### config.mk
export PLATFORM = sky130hd
export DESIGN_NAME = bus_arbiter_rr
export DESIGN_NICKNAME = d
export VERILOG_FILES = /design/src/rtl/bus_arbiter_rr.sv
export SDC_FILE = /design/constraint.sdc
export NUM_CORES = 1
export LEC_CHECK = 0
export BUFFER_PORTS_ARGS = -buffer_cell sky130_fd_sc_hd__buf_2
export CORE_MARGIN = 3
export CORE_UTILIZATION = 55
export DETAILED_ROUTE_END_ITERATION = 12
export MAX_ROUTING_LAYER = met4
export PLACE_DENSITY_LB_ADDON = 0.12
export SLEW_MARGIN = 30
export SYNTH_ARGS = -nofsm -noshare
export SYNTH_HDL_FRONTEND = slang
export SYNTH_SLANG_ARGS = --single-unit
### constraint.sdc
create_clock -name clk -period 3.35 [get_ports clk]
set_input_delay 0.5025 -clock clk [delete_from_list [all_inputs] [get_ports clk]]
set_output_delay 0.5025 -clock clk [all_outputs]
set_load 0.005 [all_outputs]
### src/rtl/bus_arbiter_rr.sv
// Four-master round-robin bus arbiter with a tenure limit. A holder that keeps requesting
// past TENURE_MAX is rotated out once it is no longer busy.
module bus_arbiter_rr #(
    parameter int TENURE_MAX = 16
) (
    input  logic       clk,
    input  logic       reset,
    input  logic [3:0] req,
    input  logic [3:0] busy,
    output logic [3:0] grnt,
    output logic [1:0] owner,
    output logic       grnt_valid,
    output logic       preempt
);

    typedef enum logic {
        IDLE  = 1'b0,
        GRANT = 1'b1
    } state_t;

    localparam logic [7:0] TMAX = 8'(TENURE_MAX);

    state_t     state, state_n;
    logic [3:0] grnt_n;
    logic [1:0] owner_n;
    logic [7:0] tenure, tenure_n;
    logic       preempt_n;
    logic [3:0] others;
    logic [1:0] pick_all;
    logic [1:0] pick_oth;

    // Searches last+1, last+2, last+3 and finally last itself; the closest candidate wins.
    function automatic logic [1:0] rr_pick(input logic [3:0] cand, input logic [1:0] last);
        logic [1:0] idx;
        rr_pick = last;
        for (int k = 4; k >= 1; k--) begin
            idx = last + 2'(k);
            if (cand[idx]) rr_pick = idx;
        end
    endfunction

    assign others   = req & ~grnt;
    assign pick_all = rr_pick(req, owner);
    assign pick_oth = rr_pick(others, owner);

    // grnt_valid is the registered state itself, so it doubles as the FSM debug view.
    assign grnt_valid = (state == GRANT);

    always_ff @(posedge clk) begin
        if (reset) begin
            state   <= IDLE;
            grnt    <= 4'b0000;
            owner   <= 2'd3;
            tenure  <= 8'd0;
            preempt <= 1'b0;
        end else begin
            state   <= state_n;
            grnt    <= grnt_n;
            owner   <= owner_n;
            tenure  <= tenure_n;
            preempt <= preempt_n;
        end
    end

    always_comb begin
        state_n   = state;
        grnt_n    = grnt;
        owner_n   = owner;
        tenure_n  = tenure;
        preempt_n = 1'b0;
        case (state)
            IDLE: begin
                grnt_n = 4'b0000;
                if (|req) begin
                    state_n  = GRANT;
                    grnt_n   = 4'b0001 << pick_all;
                    owner_n  = pick_all;
                    tenure_n = 8'd0;
                end
            end
            GRANT: begin
                tenure_n = (tenure == TMAX) ? tenure : tenure + 8'd1;
                if (!req[owner]) begin
                    // Release wins over busy; hand straight to the next requester if any.
                    if (|others) begin
                        grnt_n   = 4'b0001 << pick_oth;
                        owner_n  = pick_oth;
                        tenure_n = 8'd0;
                    end else begin
                        state_n  = IDLE;
                        grnt_n   = 4'b0000;
                        tenure_n = 8'd0;
                    end
                end else if (tenure == TMAX && !busy[owner] && |others) begin
                    grnt_n    = 4'b0001 << pick_oth;
                    owner_n   = pick_oth;
                    tenure_n  = 8'd0;
                    preempt_n = 1'b1;
                end
            end
            default: begin
                state_n = IDLE;
                grnt_n  = 4'b0000;
            end
        endcase
    end

endmodule
==> metrics.cfg, run 1 <==
[sta]
worst_pin_slew_ns = 0.599
finalMaxSlewViolations = 0
slew_headroom_pct = 59.7
finalCritPeriodShare_pct = 65.9
skew_ns = 0.00606
whs_ns = 0.521
fmax_mhz = 453
min_period_ns = 2.21
fin_setup_tns_ns = 0
hold_violations = 0
setup_viol = 0
grt_setup_unrepaired = false

[route]
vias = 1038
drtPass1Iterations = 4
drt_wl_total_mm = 2.41
initialDrtViolationCount = 20
wl_per_cell_um = 13.6
antenna_left = 0
viasPerCell = 5.86
drc_errors = 0

[synth]
netlist_instances = 135
synth_common_cells = nor2_1, dfxtp_1, nand2_1, nand3_1, inv_1
synthTopCellsByArea = dfxtp_1, nor2_1, xor2_1
yosys_most_used_dff = dfxtp_1
yosys_register_bits = 16
synth-warning-count = 0
async_flop_share_pct = 0
netlist.area_leader.share_pct = 28.8
mappedNetlistNets = 147
post-synth-top-count-cell = nor2_1
synth_area_um2 = 1110
synth_edf_count = 0
synth.distinct_cells = 48
ys_seq_area_share_pct = 28.8
yosysTopAreaCell = dfxtp_1
syn_area_per_cell_um2 = 8.23

[setup_path]
endpoint_kind = flop
cp-start-kind = flop
worstPathArrival_ns = 2.42
slowest_stage = dfxtp_1
slowest_delay_ns = 0.62
worst-setup-path-type = reg -> reg
path_cells = mux4_1 > inv_1 > a31o_1 > o21ai_0 > o211ai_1
crit_fanout = 13
cp.required_ns = 3.56

[placed_design]
port_buffers = 17
dp.cells = 173
finalWeightedCongestion = 0.857
dp_hpwl_mm = 1.84

[clock_network]
numCtsBuffers = 3
cts_resized = 0
cts_buffer_depth = 2
tritoncts = built
cts.sinks = 16
clkTransAtPathRegs_ns = 0.09
htree_num_levels = 1
holdBufCountCts = 0
clock_latency_ns = 0.28
clock-root-buffer = clkbuf_4
post_cts_buffers = 0

[global_route]
grt_use_total_pct = 21.5
first_global_vias = 925
grt_first_pass_wirelength_mm = 4.18
antenna_found_initial = 0
grt_max_degree = 15
grt.overflow.total = 0

[die]
die_h_um = 50.9
placementRows = 15
dieWidth_um = 50.9
dieArea_um2 = 2600
coreArea_um2 = 1820
initial_core_util_pct = 61.0
io_pins = 18

[job]
cap_violations = 0

[layout]
fin_nets = 165
n_fill_cell = 162
areaGrowthSynthToFinish_pct = 10.8
drive_gt1_share_pct = 19.7
stdcell_count = 177
diodes = 0

[power_and_ir_drop]
vdd_drop_max_uv = 521
power_per_cell_area_nw_per_um2 = 567
power_leakage_nw = 0.516

[outcome]
status = completed

[min_path]
hold_class = in -> reg

-- cells by family after synthesis --
kind of cell,count (synthesis),share of synthesized area (%)
xor+xnor,7,5.52
flops,16,28.8
fa+ha+maj,2,2.25
mux,4,5.07
simple gates,64,30.9
buf+inv,11,5.29
compound gates,31,22.2
-- through the flow --
stage | utilization (%) | worst slack [ns] | cell area, um2 | power, W
6_report | 67.6 | 1.14 | 1230 | 0.000699
5_1_grt | 67.6 | 1.01 | 1230 | 0.000750
4_1_cts | 67.6 | 1.18 | 1230 | 0.000702
3_5_place_dp | 65.6 | 1.21 | 1190 | 0.000577
3_3_place_gp | 65.6 | 1.31 | 1190 | 0.000567
2_1_floorplan | - | 1.68 | 1110 | 0.000507
-- critical path, delay by kind of cell (launching register included) --
kind	cells	cell delay [ns]
flip-flops	1	0.62
buffers and inverters	1	0.10
AO/OA/AOI/OAI	3	0.80
multiplexers	1	0.61
-- layout by cell type, fill, tap and decap left out, types with 3 or more instances in the layout --
cell      Yosys  layout
mux2i_1       3       3
nor2_1       17      17
and2_1        3       3
nand4_1       3       3
inv_1         7       7
xor2_1        6       6
nand2b_1      6       6
a311oi_1      4       4
o21ai_0       5       5
dfxtp_1      16      16
o211ai_1      3       3
buf_2         1      17
nand3_1       8       8
clkbuf_4      0       3
nand2_1       9       9
-- flip-flops by register name, summed over array words and instances (netlist names) --
signal	cells
grnt_valid	1
owner	2
grnt	4
tenure	8
preempt	1
-- power breakdown --
part	total [W]	switching (W)	leakage [nW]	internal [W]
combinational	0.000303	0.000158	0.364	0.000145
clock	0.000121	0.0000546	0.0210	0.0000662
sequential	0.000274	0.0000546	0.131	0.000220
-- cell type report --
class / count / area, um2 / share of cell area [%]
multi-input cells: 108 / 732 / 59.5
flip-flops and latches: 16 / 320 / 26.0
repair buffers: 17 / 85.1 / 6.91
clock buffers: 4 / 36.3 / 2.95
well taps: 25 / 31.3 / 2.54
inverters: 7 / 26.3 / 2.13
-- per-layer routing --
metal / up-vias / wire length (um) / global-route usage (%)
met1: 479 / 1170 / 28.1
met3: 4 / 115 / 5.25
met5: - / 0 / -
met4: 0 / 20 / 5.83
met2: 25 / 1110 / 33.3
li1: 530 / - / -
-- path summary, 6_finish.rpt --
kind              slack [ns]         end      from  depth (start not counted)
hold / removal          0.52  grnt_valid     reset                          2
setup / recovery        1.14    owner[0]  owner[0]                          5
hold reg to reg         0.53     grnt[0]   grnt[0]                          2
setup reg to reg        1.14    owner[0]  owner[0]                          5
(Power assumes the default switching activity.)
==> run 2, diff against run 1 <==
clock period = 2.2 ns   (was 3.35 ns; I/O delays follow)
==> metrics.cfg, run 2 (synthesized netlist as in run 1, its figures left out) <==
[outcome]
status = completed

[clock_network]
post_cts_buffers = 0  ; unchanged
clock-root-buffer = clkbuf_4
cts_resized = 0  ; unchanged
holdBufCountCts = 0  ; unchanged
htree_num_levels = 1  ; unchanged
numCtsBuffers = 3  ; unchanged
clock_latency_ns = 0.28  ; about the same
cts_buffer_depth = 2  ; unchanged
tritoncts = built
cts.sinks = 16  ; unchanged
clkTransAtPathRegs_ns = 0.08  ; about the same

[power_and_ir_drop]
swShare_pct = 38.6  ; +0.32 points
seq_power_share_pct = 36.9  ; -2.4 points
total_power_w = 0.00103  ; +48%
vdd_drop_max_uv = 512  ; -1.7%
power_per_cell_area_nw_per_um2 = 834  ; +47%
p_int_w = 0.000635  ; +47%
pwr-share-comb_pct = 49.2  ; +5.8 points
clkPwrFrac_pct = 13.8  ; -3.5 points
switching_power_w = 0.000399  ; +49%
power_leakage_nw = 0.523  ; +1.4%

[route]
initialDrtViolationCount = 29  ; +45%
drc_errors = 0  ; unchanged
wl_per_cell_um = 13.4  ; -1.5%
drt_wl_total_mm = 2.40  ; -0.37%
antenna_left = 0  ; unchanged
viasPerCell = 5.89  ; +0.50%
drtPass1Iterations = 5  ; +1
vias = 1055  ; +1.6%

[placed_design]
dp_hpwl_mm = 1.89  ; +2.6%
port_buffers = 17  ; unchanged
finalWeightedCongestion = 0.848  ; -1.0%

[layout]
drive_gt1_share_pct = 20.8  ; +1.0 points
biggestRegsByFlops = tenure x8, grnt x4, owner x2
layout_common_cells = nor2_1, buf_2, dfxtp_1, nand2_1, nand3_1
top_register = tenure
seq_area_um2 = 320  ; unchanged
n_fill_cell = 151  ; -6.8%
multi_input_area_um2 = 732  ; unchanged
largest_reg_flops = 8  ; unchanged
diodes = 0  ; unchanged
areaGrowthSynthToFinish_pct = 11.6
fin_nets = 168  ; +1.8%
fin_util_pct = 68.1  ; +0.48 points

[die]
dieArea_um2 = 2600  ; unchanged
initial_core_util_pct = 61.0  ; unchanged
coreArea_um2 = 1820  ; unchanged
dieWidth_um = 50.9  ; unchanged
placementRows = 15  ; unchanged
die_h_um = 50.9  ; unchanged
io_pins = 18  ; unchanged

[setup_path]
worst-setup-path-type = reg -> reg
cp-start-kind = flop
worstPathArrival_ns = 2.20  ; -0.22 ns
cp.required_ns = 2.40  ; -1.16 ns
startpoint = tenure[0]
crit_fanout = 10  ; -3
rr_startpoint = tenure[0]
endpoint_kind = flop

[job]
cap_violations = 0  ; unchanged

[sta]
fmax_mhz = 500  ; +10%
min_period_ns = 2.00  ; -0.210 ns
slew_headroom_pct = 61.3  ; +1.6 points
finalCritPeriodShare_pct = 90.9  ; +25 points
fin_setup_tns_ns = 0  ; unchanged
grt_setup_unrepaired = false
skew_ns = 0.00235  ; -0.00371 ns
worst_pin_slew_ns = 0.576  ; -0.0234 ns
finalMaxSlewViolations = 0  ; unchanged
setup_viol = 0  ; unchanged
hold_violations = 0  ; unchanged

[global_route]
grt_first_pass_wirelength_mm = 4.10  ; -2.0%
grt_max_degree = 11  ; -4
first_global_vias = 935  ; +1.1%
grt_use_total_pct = 21.4  ; -0.15 points
grt.overflow.total = 0  ; unchanged
antenna_found_initial = 0  ; unchanged

[min_path]
min_from = reset
hold_class = in -> reg

-- run 2: cell types whose count changed in the layout (fill, tap and decap cells not counted) --
| cell | change |
|---|---|
| buf_4 | +3 |
| clkbuf_8 | -1 |
-- run 2: power groups by stage --
stage               Clock [W]  Sequential (W)  Combinational, W
finish               0.000143        0.000382          0.000509
floorplan                   0        0.000383          0.000388
global route         0.000155        0.000393          0.000564
detailed placement          0        0.000391          0.000503
global placement            0        0.000386          0.000498
CTS                  0.000148        0.000383          0.000505
-- run 2: cell type report --
cell class	count	area share (%)
flip-flops and latches	16	25.8
clock buffers	3	1.82
inverters	7	2.12
repair buffers	20	8.68
well taps	25	2.52
multi-input cells	108	59.0
-- run 2: metal layers --
| layer | vias to the layer above | GRT usage [%] | wire length, um |
|---|---|---|---|
| li1 | 532 | - | - |
| met1 | 482 | 27.6 | 1140 |
| met2 | 36 | 32.8 | 1080 |
| met3 | 5 | 5.25 | 154 |
| met4 | 0 | 6.73 | 26 |
| met5 | - | - | 0 |
-- run 2: critical path, stage by stage, from the launching register on --
cell	delay, ns
dfxtp_1	0.34
inv_1	0.10
ha_1	0.14
nor4bb_1	0.33
and2_1	0.23
a31o_1	0.36
o21ai_0	0.23
o211ai_1	0.21
-- run 2: metrics by stage --
stage,area [um2],worst slack [ns],hold WS (ns),cells
2_1_floorplan,1110,0.556,0.481,135
3_3_place_gp,1220,0.254,0.507,176
3_5_place_dp,1220,0.270,0.515,176
4_1_cts,1240,0.222,0.342,179
5_1_grt,1240,0.0631,0.365,179
6_report,1240,0.201,0.352,179
-- run 2: final timing paths --
kind                                 end  slack [ns]  depth (start not counted)
worst max register to register  owner[0]        0.20                          7
worst min register to register   grnt[2]        0.52                          2
worst min-delay path             grnt[3]        0.35                          2
worst max-delay path            owner[0]        0.20                          7
==> run 3, diff against run 2 <==
CORE_MARGIN = 2   (was 3)
GPL_ROUTABILITY_DRIVEN = 0   (was default)
==> metrics.cfg, run 3 (synthesized netlist as in run 1, its figures left out) <==
[placed_design]
dp_hpwl_mm = 1.87  ; -0.95%
port_buffers = 17  ; unchanged

[setup_path]
cp.required_ns = 2.40  ; about the same
worst-setup-path-type = reg -> reg
reg2reg_slack_ns = 0.23  ; +0.03 ns
cp-start-kind = flop
path_cells = inv_1 > ha_1 > nor4bb_1 > and2_1 > a31o_1 > o21ai_0 > o211ai_1
slowest_delay_ns = 0.36  ; about the same
crit_fanout = 10  ; unchanged
worstPathArrival_ns = 2.17  ; -0.03 ns
slowest_stage = a31o_1
endpoint_kind = flop

[route]
vias = 1062  ; +0.66%
initialDrtViolationCount = 46  ; +59%
wl_per_cell_um = 13.3  ; -0.78%
drc_errors = 0  ; unchanged
viasPerCell = 5.87  ; -0.45%
drtPass1Iterations = 4  ; -1
drt_wl_total_mm = 2.41  ; +0.33%
antenna_left = 0  ; unchanged

[clock_network]
clkTransAtPathRegs_ns = 0.09  ; about the same
tritoncts = built
clock_latency_ns = 0.28  ; about the same
post_cts_buffers = 0  ; unchanged
cts.sinks = 16  ; unchanged
htree_num_levels = 1  ; unchanged
cts_buffer_depth = 2  ; unchanged
clock-root-buffer = clkbuf_4
numCtsBuffers = 3  ; unchanged
holdBufCountCts = 0  ; unchanged
cts_resized = 0  ; unchanged

[sta]
worst_pin_slew_ns = 0.532  ; -0.0433 ns
finalCritPeriodShare_pct = 89.6  ; -1.3 points
skew_ns = 0.000715  ; -0.00164 ns
hold_violations = 0  ; unchanged
grt_setup_unrepaired = false
fmax_mhz = 507  ; +1.5%
slew_headroom_pct = 64.2  ; +2.9 points
setup_viol = 0  ; unchanged
min_period_ns = 1.97  ; -0.0288 ns
finalMaxSlewViolations = 0  ; unchanged
fin_setup_tns_ns = 0  ; unchanged

[outcome]
status = completed

[power_and_ir_drop]
switching_power_w = 0.000411  ; +3.1%
clkPwrFrac_pct = 17.2  ; +3.4 points
p_int_w = 0.000665  ; +4.7%
total_power_w = 0.00108  ; +4.0%
vdd_drop_max_uv = 601  ; +17%
power_per_cell_area_nw_per_um2 = 862  ; +3.3%
power_leakage_nw = 0.525  ; +0.54%
swShare_pct = 38.2  ; -0.36 points
pwr-share-comb_pct = 45.4  ; -3.8 points
seq_power_share_pct = 37.3  ; +0.4 points

[layout]
layout_common_cells = nor2_1, buf_2, dfxtp_1, nand2_1, nand3_1
areaGrowthSynthToFinish_pct = 12.4
diodes = 0  ; unchanged
biggestRegsByFlops = tenure x8, grnt x4, owner x2
top_register = tenure
n_fill_cell = 171  ; +13%
fin_nets = 167  ; -0.60%
largest_reg_flops = 8  ; unchanged
drive_gt1_share_pct = 20.8  ; unchanged

[die]
dieArea_um2 = 2400  ; -7.7%
coreArea_um2 = 1940  ; +6.7%
placementRows = 16  ; +1
io_pins = 18  ; unchanged
initial_core_util_pct = 57.2  ; -3.8 points
die_h_um = 48.9  ; -3.9%
dieWidth_um = 48.9  ; -3.9%

[global_route]
grt_first_pass_wirelength_mm = 3.97  ; -3.0%
grtUsageMet1_pct = 29.0  ; +1.3 points
grt.overflow.total = 0  ; unchanged
antenna_found_initial = 0  ; unchanged
grt_use_total_pct = 21.8  ; +0.41 points
use_met3_pct = 5.52  ; +0.27 points
met2_usage_pct = 33.6  ; +0.73 points
grt_max_degree = 15  ; +4
grt-busiest-layer = met2
first_global_vias = 938  ; +0.32%

[min_path]
hold_class = in -> reg

[job]
cap_violations = 0  ; unchanged

## run 3: cell count changes in the layout (fill, tap and decap cells not counted), sizes merged
cell | previous run | this run
clkbuf | 3 | 4
buf | 20 | 19
## run 3: metal layers
layer	part of all wire (%)	up-vias
li1	-	534
met1	48	497
met2	45	27
met3	5.3	4
met4	1.3	0
met5	0	-
## run 3: metrics by stage
| stage | std cells | utilization (%) | setup slack (ns) | area [um2] | hold WS [ns] |
|---|---|---|---|---|---|
| after global placement | 177 | 62.4 | 0.385 | 1210 | 0.504 |
| after global routing | 181 | 64.3 | 0.0881 | 1250 | 0.362 |
| after floorplan | 135 | - | 0.556 | 1110 | 0.481 |
| final | 181 | 64.3 | 0.229 | 1250 | 0.358 |
| after detailed placement | 177 | 62.4 | 0.281 | 1210 | 0.517 |
| after CTS | 181 | 64.3 | 0.253 | 1250 | 0.339 |
## run 3: path summary, 6_finish.rpt
| check | depth (start not counted) | end | startpoint |
|---|---|---|---|
| setup reg to reg | 7 | owner[0] | tenure[0] |
| setup / recovery | 7 | owner[0] | tenure[0] |
| hold reg to reg | 2 | tenure[1] | tenure[1] |
| hold / removal | 2 | grnt[2] | reset |
## run 3: layout make-up
cell class                 count  area, um2  area share (%)
multi-input combinational    108        732            58.6
sequential                    16        320            25.7
timing repair buffer          19        100            8.02
clock buffer                   4       36.3            2.91
tap                           27       33.8            2.71
inverter                       7       26.3            2.10
## run 3: worst max-delay path: cells and delay by family (launching register included)
| family | cells | cell delay [ns] |
|---|---|---|
| AO/OA/AOI/OAI | 3 | 0.78 |
| adder cells (fa/ha/maj) | 1 | 0.14 |
| flip-flops | 1 | 0.34 |
| buffers and inverters | 1 | 0.10 |
| AND/OR/NAND/NOR | 2 | 0.53 |
## run 3: power groups by stage
stage | sequential (W) | combinational, W | clock (W)
2_1_floorplan | 0.000383 | 0.000388 | 0
3_3_place_gp | 0.000404 | 0.000470 | 0
3_5_place_dp | 0.000407 | 0.000484 | 0
4_1_cts | 0.000400 | 0.000484 | 0.000192
5_1_grt | 0.000409 | 0.000537 | 0.000199
6_report | 0.000402 | 0.000489 | 0.000185
